===== config.mk =====
export PLATFORM = sky130hd
export DESIGN_NAME = expansion_arbiter
export DESIGN_NICKNAME = d
export VERILOG_FILES = /design/src/rtl/expansion_arbiter.sv
export SDC_FILE = /design/constraint.sdc
export NUM_CORES = 1
export LEC_CHECK = 0
export ABC_CLOCK_PERIOD_IN_PS = 1700
export BUFFER_PORTS_ARGS = -buffer_cell sky130_fd_sc_hd__buf_2
export CORE_MARGIN = 5
export CORE_UTILIZATION = 40
export CTS_BUF_LIST = sky130_fd_sc_hd__clkbuf_4
export DETAILED_ROUTE_END_ITERATION = 7
export HOLD_SLACK_MARGIN = 0.02
export PLACE_DENSITY = 0.65
export SETUP_SLACK_MARGIN = 0.2
export SLEW_MARGIN = 25
export SYNTH_ARGS = -nofsm -noshare
export SYNTH_HDL_FRONTEND = slang
export SYNTH_SLANG_ARGS = --single-unit
export TNS_END_PERCENT = 100

===== constraint.sdc =====
create_clock -name clk -period 1.7 [get_ports clk]
set_input_delay 0.085 -clock clk [delete_from_list [all_inputs] [get_ports clk]]
set_output_delay 0.085 -clock clk [all_outputs]
set_load 0.03 [all_outputs]

===== src/rtl/expansion_arbiter.sv =====
// Round-robin sequencer for one expansion shift-register chain: merges masked
// requester writes into the output image and runs one engine frame per update.
module expansion_arbiter #(
    parameter int              WIDTH   = 8,
    parameter int              NREQ    = 2,
    parameter logic [WIDTH-1:0] INIT   = '0,
    parameter int              REFRESH = 1000,
    parameter int              TIMEOUT = 65535
) (
    input  logic                  clk,
    input  logic                  rst_n,
    input  logic [NREQ-1:0]       req_valid,
    output logic [NREQ-1:0]       req_ready,
    input  logic [NREQ*WIDTH-1:0] req_mask,
    input  logic [NREQ*WIDTH-1:0] req_data,
    output logic [WIDTH-1:0]      out_image,
    input  logic [WIDTH-1:0]      in_image,
    output logic                  frame_start,
    input  logic                  frame_done,
    output logic [WIDTH-1:0]      in_snapshot,
    output logic                  in_valid,
    output logic                  busy,
    output logic                  error,
    output logic [2:0]            state_dbg
);

    localparam int PW = (NREQ > 1) ? $clog2(NREQ) : 1;
    localparam int RW = (REFRESH > 1) ? $clog2(REFRESH) : 1;
    localparam int TW = (TIMEOUT > 1) ? $clog2(TIMEOUT) : 1;

    typedef enum logic [2:0] {
        S_IDLE   = 3'd0,
        S_ACCEPT = 3'd1,
        S_START  = 3'd2,
        S_WAIT   = 3'd3,
        S_DONE   = 3'd4
    } state_t;

    // Handshake: req_ready[i] is a one-cycle strobe; the requester holds
    // valid/mask/data until the clock edge at which it sees req_ready high.

    state_t            state;
    state_t            state_nxt;
    logic [PW-1:0]     ptr;
    logic [PW-1:0]     gnt;
    logic [RW-1:0]     ref_cnt;
    logic [TW-1:0]     to_cnt;

    logic              any_req;
    logic [PW-1:0]     win;
    logic [NREQ-1:0]   win_oh;
    logic [PW-1:0]     ptr_nxt;
    logic              ref_hit;
    logic              to_hit;
    logic              sel_valid;
    logic [WIDTH-1:0]  sel_mask;
    logic [WIDTH-1:0]  sel_data;

    assign state_dbg = state;

    // Two-pass search: first from ptr upward, then wrap to the low indices.
    always_comb begin
        any_req = 1'b0;
        win     = '0;
        win_oh  = '0;
        for (int i = 0; i < NREQ; i++) begin
            if (!any_req && req_valid[i] && (PW'(i) >= ptr)) begin
                any_req = 1'b1;
                win     = PW'(i);
            end
        end
        for (int i = 0; i < NREQ; i++) begin
            if (!any_req && req_valid[i]) begin
                any_req = 1'b1;
                win     = PW'(i);
            end
        end
        for (int i = 0; i < NREQ; i++) begin
            win_oh[i] = (win == PW'(i));
        end
    end

    assign ptr_nxt = (win == PW'(NREQ - 1)) ? '0 : win + 1'b1;

    always_comb begin
        sel_valid = 1'b0;
        sel_mask  = '0;
        sel_data  = '0;
        for (int i = 0; i < NREQ; i++) begin
            if (gnt == PW'(i)) begin
                sel_valid = req_valid[i];
                sel_mask  = req_mask[i*WIDTH +: WIDTH];
                sel_data  = req_data[i*WIDTH +: WIDTH];
            end
        end
    end

    assign ref_hit = (REFRESH != 0) && (ref_cnt == RW'(REFRESH - 1));
    assign to_hit  = (to_cnt == TW'(TIMEOUT - 1));

    always_comb begin
        state_nxt = state;
        case (state)
            S_IDLE: begin
                if (any_req) begin
                    state_nxt = S_ACCEPT;
                end else if (ref_hit) begin
                    state_nxt = S_START;
                end
            end
            S_ACCEPT: state_nxt = S_START;
            S_START:  state_nxt = S_WAIT;
            S_WAIT: begin
                if (frame_done) begin
                    state_nxt = S_DONE;
                end else if (to_hit) begin
                    state_nxt = S_IDLE;
                end
            end
            S_DONE:   state_nxt = S_IDLE;
            default:  state_nxt = S_IDLE;
        endcase
    end

    // Pulse outputs are registered from the next state so they line up
    // exactly with the state they belong to.
    always_ff @(posedge clk or negedge rst_n) begin
        if (!rst_n) begin
            state       <= S_IDLE;
            ptr         <= '0;
            gnt         <= '0;
            ref_cnt     <= '0;
            to_cnt      <= '0;
            req_ready   <= '0;
            out_image   <= INIT;
            in_snapshot <= '0;
            frame_start <= 1'b0;
            in_valid    <= 1'b0;
            busy        <= 1'b0;
            error       <= 1'b0;
        end else begin
            state       <= state_nxt;
            req_ready   <= '0;
            frame_start <= (state_nxt == S_START);
            in_valid    <= (state_nxt == S_DONE);
            busy        <= (state_nxt != S_IDLE);
            case (state)
                S_IDLE: begin
                    if (any_req) begin
                        gnt       <= win;
                        ptr       <= ptr_nxt;
                        req_ready <= win_oh;
                    end else if (ref_hit) begin
                        ref_cnt <= '0;
                    end else if (REFRESH != 0) begin
                        ref_cnt <= ref_cnt + 1'b1;
                    end
                end
                S_ACCEPT: begin
                    // A requester that withdrew during accept leaves the image alone.
                    if (sel_valid) begin
                        out_image <= (out_image & ~sel_mask) | (sel_data & sel_mask);
                    end
                end
                S_START: begin
                    to_cnt <= '0;
                end
                S_WAIT: begin
                    if (frame_done) begin
                        in_snapshot <= in_image;
                    end else if (to_hit) begin
                        error <= 1'b1;
                    end else begin
                        to_cnt <= to_cnt + 1'b1;
                    end
                end
                S_DONE: begin
                    ref_cnt <= '0;
                end
                default: ;
            endcase
        end
    end

endmodule


## Word level (Yosys, flattened, before mapping)

Cells that the tools add are included.

| operators by class | value |
|---|---|
| eq/ne operators | 11 |
| bitwise logic cells | 6 |
| reduce and logical (&&, ||, !) cells | 18 |
| $add $sub $neg | 3 |
| order comparisons | 2 |
| muxes and demuxes | 24 |

Operators by type and width:

| operator | number |
|---|---|
| $mux W16 | 2 |
| $pmux W16 S2 | 1 |
| $mux W10 | 2 |
| $pmux W10 S2 | 1 |
| $add A16 B1 Y16 const B | 1 |
| $and A8 B8 Y8 | 2 |
| $eq A16 B16 Y1 const B | 1 |
| $mux W8 | 2 |
| $mux W3 | 4 |
| $pmux W3 S4 | 1 |
| $add A10 B1 Y10 const B | 1 |
| $eq A10 B10 Y1 const B | 1 |
| $eq A3 B2 Y1 const B | 3 |
| $mux W1 | 9 |
| $not A8 Y8 | 1 |
| $or A8 B8 Y8 | 1 |
| $reduce_and A2 Y1 | 4 |
| $eq A3 B3 Y1 const B | 2 |
| $ne A2 B2 Y1 const B | 3 |
| $reduce_and A3 Y1 | 2 |
| $logic_and A1 B1 Y1 | 5 |
| $mux W2 | 2 |
| $reduce_bool A2 Y1 | 2 |
| $eq A3 B1 Y1 const B | 1 |
| other kinds (6) | 10 |

| word-level totals | value |
|---|---|
| bits in registers | 53 |
| input bits | 45 |

## Longest topological paths before layout

| logic depth | value |
|---|---|
| word-level depth | 16 |
| gate-level depth with buffers | 7 |
| depth with buffers taken out | 6 |

## Worst setup path before layout

Ideal clock, no wire load.

| path | value |
|---|---|
| kind | register to register |
| start | reg state[2], in the netlist state_dbg[2] |
| end | reg to_cnt[9] |
| period minus slack after synthesis | 1.958 ns |
| data arrival time | 1.880 ns |
| setup time | 0.078 ns |
| slack | -0.258 ns |
| cell stages (with the launch flop) | 6 |
| path through | dfrtp_1 -> buf_6 -> nand4bb_4 -> or4_1 -> or3_1 -> a21oi_1 |

| on the way | value |
|---|---|
| cells in the longest elaborated chain, start to end | 3 |

RTL lines:

| item | line | text |
|---|---|---|
| start: declaration | 42 | `state_t state;` |
| start signal: assignment | 142 | `state <= state_nxt;` |
| $eq A3 B2 Y1 | 147 | `case (state)` |
| $ne A2 B2 Y1 (no source line) or $reduce_bool A2 Y1 (tied branches) | n/a |  |
| $reduce_and A3 Y1 (no source line) | n/a |  |
| end signal: assignment | 174 | `to_cnt <= to_cnt + 1'b1;` |
| end: declaration | 47 | `logic [TW-1:0] to_cnt;` |

Several ways; a longest one is shown, not always the timed one.
A chain may end at the register's enable or synchronous reset.

## Worst setup path in the final report

| path | value |
|---|---|
| start | reg state[2], in the netlist state_dbg[2] |
| end | reg ref_cnt[8] |

| on the way | value |
|---|---|
| cells in the longest elaborated chain, start to end | 3 |

RTL lines:

| item | line | text |
|---|---|---|
| $eq A3 B3 Y1 or $logic_not A3 Y1 (tied branches) | 147 |  |
| $reduce_bool A2 Y1 (no source line) or $ne A2 B2 Y1 (tied branches) | n/a |  |
| $reduce_and A2 Y1 (no source line) | n/a |  |
| end signal: assignment | 156 | `ref_cnt <= ref_cnt + 1'b1;` |
| end: declaration | 46 | `logic [RW-1:0] ref_cnt;` |

Several ways; a longest one is shown, not always the timed one.

==> impl_metrics.json <==
{
  "hp-class": "in2reg",
  "holdPathStages": 3,
  "htreeDepth": 2,
  "synthToLayoutAreaGrowth_pct": 59.1,
  "yosys.area.top_type_share_pct": 48.4,
  "syn_nets": 316,
  "critPathSlowestCell": "dfrtp_2",
  "first_global_vias": 2768,
  "place_inst": 445,
  "numCtsBuffers": 5,
  "synth_cells": 268,
  "max_stage_delay_ns": 0.48,
  "clk_path_buf_depth": 2,
  "cts.clk_slew.worst_paths_ns": 0.17,
  "pwr-share-clk_pct": 10.4,
  "worst_clock_skew_ns": 0.0158,
  "vias": 2734,
  "ys_ff_latch": 53,
  "comb_power_share_pct": 56.9,
  "drt_iter0_markers": 134,
  "antenna_left": 0,
  "die-area_um2": 8610,
  "drt_first_pass_iters": 4,
  "core_um2": 6720,
  "crit_family": "simple AND/OR/NAND/NOR gates",
  "dp_hpwl_mm": 5.19,
  "synth_edf_count": 0,
  "slew_headroom_pct": 51.4,
  "period_minus_slack_ns": 1.68,
  "seq_area_frac_synth_pct": 48.4,
  "status": "finished, final reports clean",
  "stdcell_count": 502,
  "diodes": 0,
  "portBuffers": 69,
  "synth_top_area_cell": "dfrtp_1",
  "place.gp.congestion": 0.853,
  "p_int_mw": 3.23,
  "die_y_um": 92.8,
  "path_depth": 6,
  "routed_wirelength_mm": 8.07,
  "wl_per_cell_um": 16.1,
  "rsz0062_at_grt": "yes",
  "layout.nets": 469,
  "final_hold_viol_count": 0,
  "ys.flop_type": "dfrtp_1",
  "min_period_over_period_pct": 98.7,
  "grt_max_degree": 33,
  "clock_sinks": 53,
  "dieWidth_um": 92.8,
  "cts_tree": "yes",
  "critical_path_arrival_ns": 2.01,
  "netlist_area_um2": 2740,
  "yosys_warnings": 0,
  "endpoint_kind": "flip-flop",
  "maxCapViolations": 0,
  "synth.avg_cell_area_um2": 10.2,
  "vdd_drop_max_v": 0.000885,
  "slew_viol_final": 0,
  "worst-path-buf-inv": 2,
  "power_frac_seq_pct": 32.7,
  "via_per_inst": 5.45,
  "worstPathRequired_ns": 2.04,
  "drcViolationCount": 0,
  "final_util_pct": 64.9,
  "max_freq_ghz": 0.596,
  "r2r_cells": 6,
  "setup_viol": 0,
  "initial_core_util_pct": 40.8,
  "p_switching_mw": 2.50,
  "critPathKind": "reg2reg",
  "grt_pass1_wl_mm": 12.7,
  "async_flop_share_pct": 100,
  "drive_gt1_share_pct": 50.0,
  "ys_types": 44,
  "powerDensity_nw_per_um2": 1320,
  "rows": 30,
  "antenna_found_initial": 0,
  "num_io_pins": 70,
  "worstPathCellList": "buf_4, buf_6, nor3_4, nand2_1, or4_1, nand3_1",
  "gr-total-overflow": 0,
  "clock-root-buffer": "clkbuf_4",
  "leakage_nw": 1.98,
  "grtUsageTotal_pct": 18.0,
  "tightestPinTransition_ns": 0.730,
  "synthTopCellsByArea": "dfrtp_1 48%, mux2i_1 6.6%, o21ai_0 4.9%",
  "crit_path_start_kind": "flip-flop",
  "path_max_fanout": 6,
  "clock_latency_ns": 0.39,
  "p_sw_share_pct": 43.7
}
[cell usage after synthesis (5+ instances only)]
master and instances:
o21ai_0 27, or3_1 11, nand4_1 12, mux2i_1 18
nand3_1 9, nand2_1 17, a21oi_1 17, nor2_1 13
nor3_1 7, o31ai_1 12, dfrtp_1 53, clkbuf_1 5
mux2_2 10, o211ai_1 5
[kinds of logic after synthesis]
kind of cell / after synthesis / synth area share, %
multiplexers: 28 / 10.7
buffers and inverters: 11 / 1.87
flip-flops: 53 / 48.4
AO/OA/AOI/OAI: 73 / 16.2
XOR/XNOR: 2 / 0.639
adder cells (fa/ha/maj): 3 / 1.37
AND/OR/NAND/NOR: 98 / 20.9
[tightest hold or removal path, delay by kind of cell]
kind,cells,cell delay [ns]
AOI/OAI and AO/OA,1,0.17
buffers and inverters,1,0.07
muxes,1,0.08
[power groups by stage]
stage	Clock [mW]	Sequential, mW	Combinational [mW]
6_report	0.595	1.88	3.26
5_1_grt	0.665	1.92	3.49
4_1_cts	0.600	1.85	2.57
3_5_place_dp	0	1.89	2.34
3_3_place_gp	0	1.89	2.31
2_1_floorplan	0	2.34	1.15
[metal layers]
| layer | share of wire [%] | wire (um) | GRT usage, % | up-vias |
|---|---|---|---|---|
| met5 | 0 | 0 | 0 | - |
| met4 | 0.78 | 63 | 3.30 | 0 |
| met3 | 4.5 | 360 | 4.71 | 6 |
| met2 | 51 | 4160 | 31.3 | 64 |
| met1 | 43 | 3490 | 22.7 | 1328 |
| li1 | - | - | - | 1336 |
[layout by cell type, fill, tap and decap left out, drive strengths merged, types with 3 or more instances in the layout]
cell         instances
buf                131
dfrtp               53
o21ai               27
dlygate4sd3         23
mux2i               18
nand2               17
a21oi               17
nor2                13
nand4               12
o31ai               12
or3                 11
mux2                10
nand3                9
nor3                 7
clkbuf               6
o211ai               5
and4                 4
and3                 4
or4                  4
nor4                 3
and2                 3
ha                   3
inv                  3
[final timing paths]
check / from / to / slack (ns)
worst max-delay path: state_dbg[2]$_DFF_PN0_ / ref_cnt[8]$_DFFE_PN0P_ / 0.02
worst min-delay path: req_data[4] / flip-flop / 0.03
worst max register to register: state_dbg[2]$_DFF_PN0_ / ref_cnt[8]$_DFFE_PN0P_ / 0.02
worst min register to register: error$_DFFE_PN0P_ / error$_DFFE_PN0P_ / 0.48
max in group asynchronous: rst_n / req_ready[1]$_DFF_PN0_ / 0.82
min in group asynchronous: rst_n / to_cnt[11]$_DFFE_PN0P_ / 0.26
[metrics by stage]
step / hold slack [ns] / setup slack [ns] / power [mW] / setup TNS (ns) / cell area (um2)
2_1_floorplan: -0.211 / -0.105 / 3.49 / -0.199 / 2810
3_3_place_gp: 0.186 / 0.000369 / 4.20 / 0 / 3480
3_5_place_dp: 0.186 / 0.000262 / 4.23 / 0 / 3480
4_1_cts: 0.0200 / 0.0186 / 5.02 / 0 / 3890
5_1_grt: 0.0153 / -0.0808 / 6.07 / -0.323 / 4360
6_report: 0.0287 / 0.0220 / 5.73 / 0 / 4360
[area by class of cell]
type                       count  area [um2]
clock buffer                   5        37.5
sequential                    53        1330
tap                           80         100
inverter                       2        7.51
timing repair buffer         155        1100
multi-input combinational    204        1760
clock inverter                 3        21.3
fill                         504        2360
[repair_timing]
action                                  CTS  global route
resized for setup                        16            78
setup buffers                             7            19
pin swaps                                10            21
endpoints found under the setup margin   37            48
hold buffers                             23             0
endpoints found under the hold margin    47             0
No activity file was read; power rests on OpenSTA's default activity.
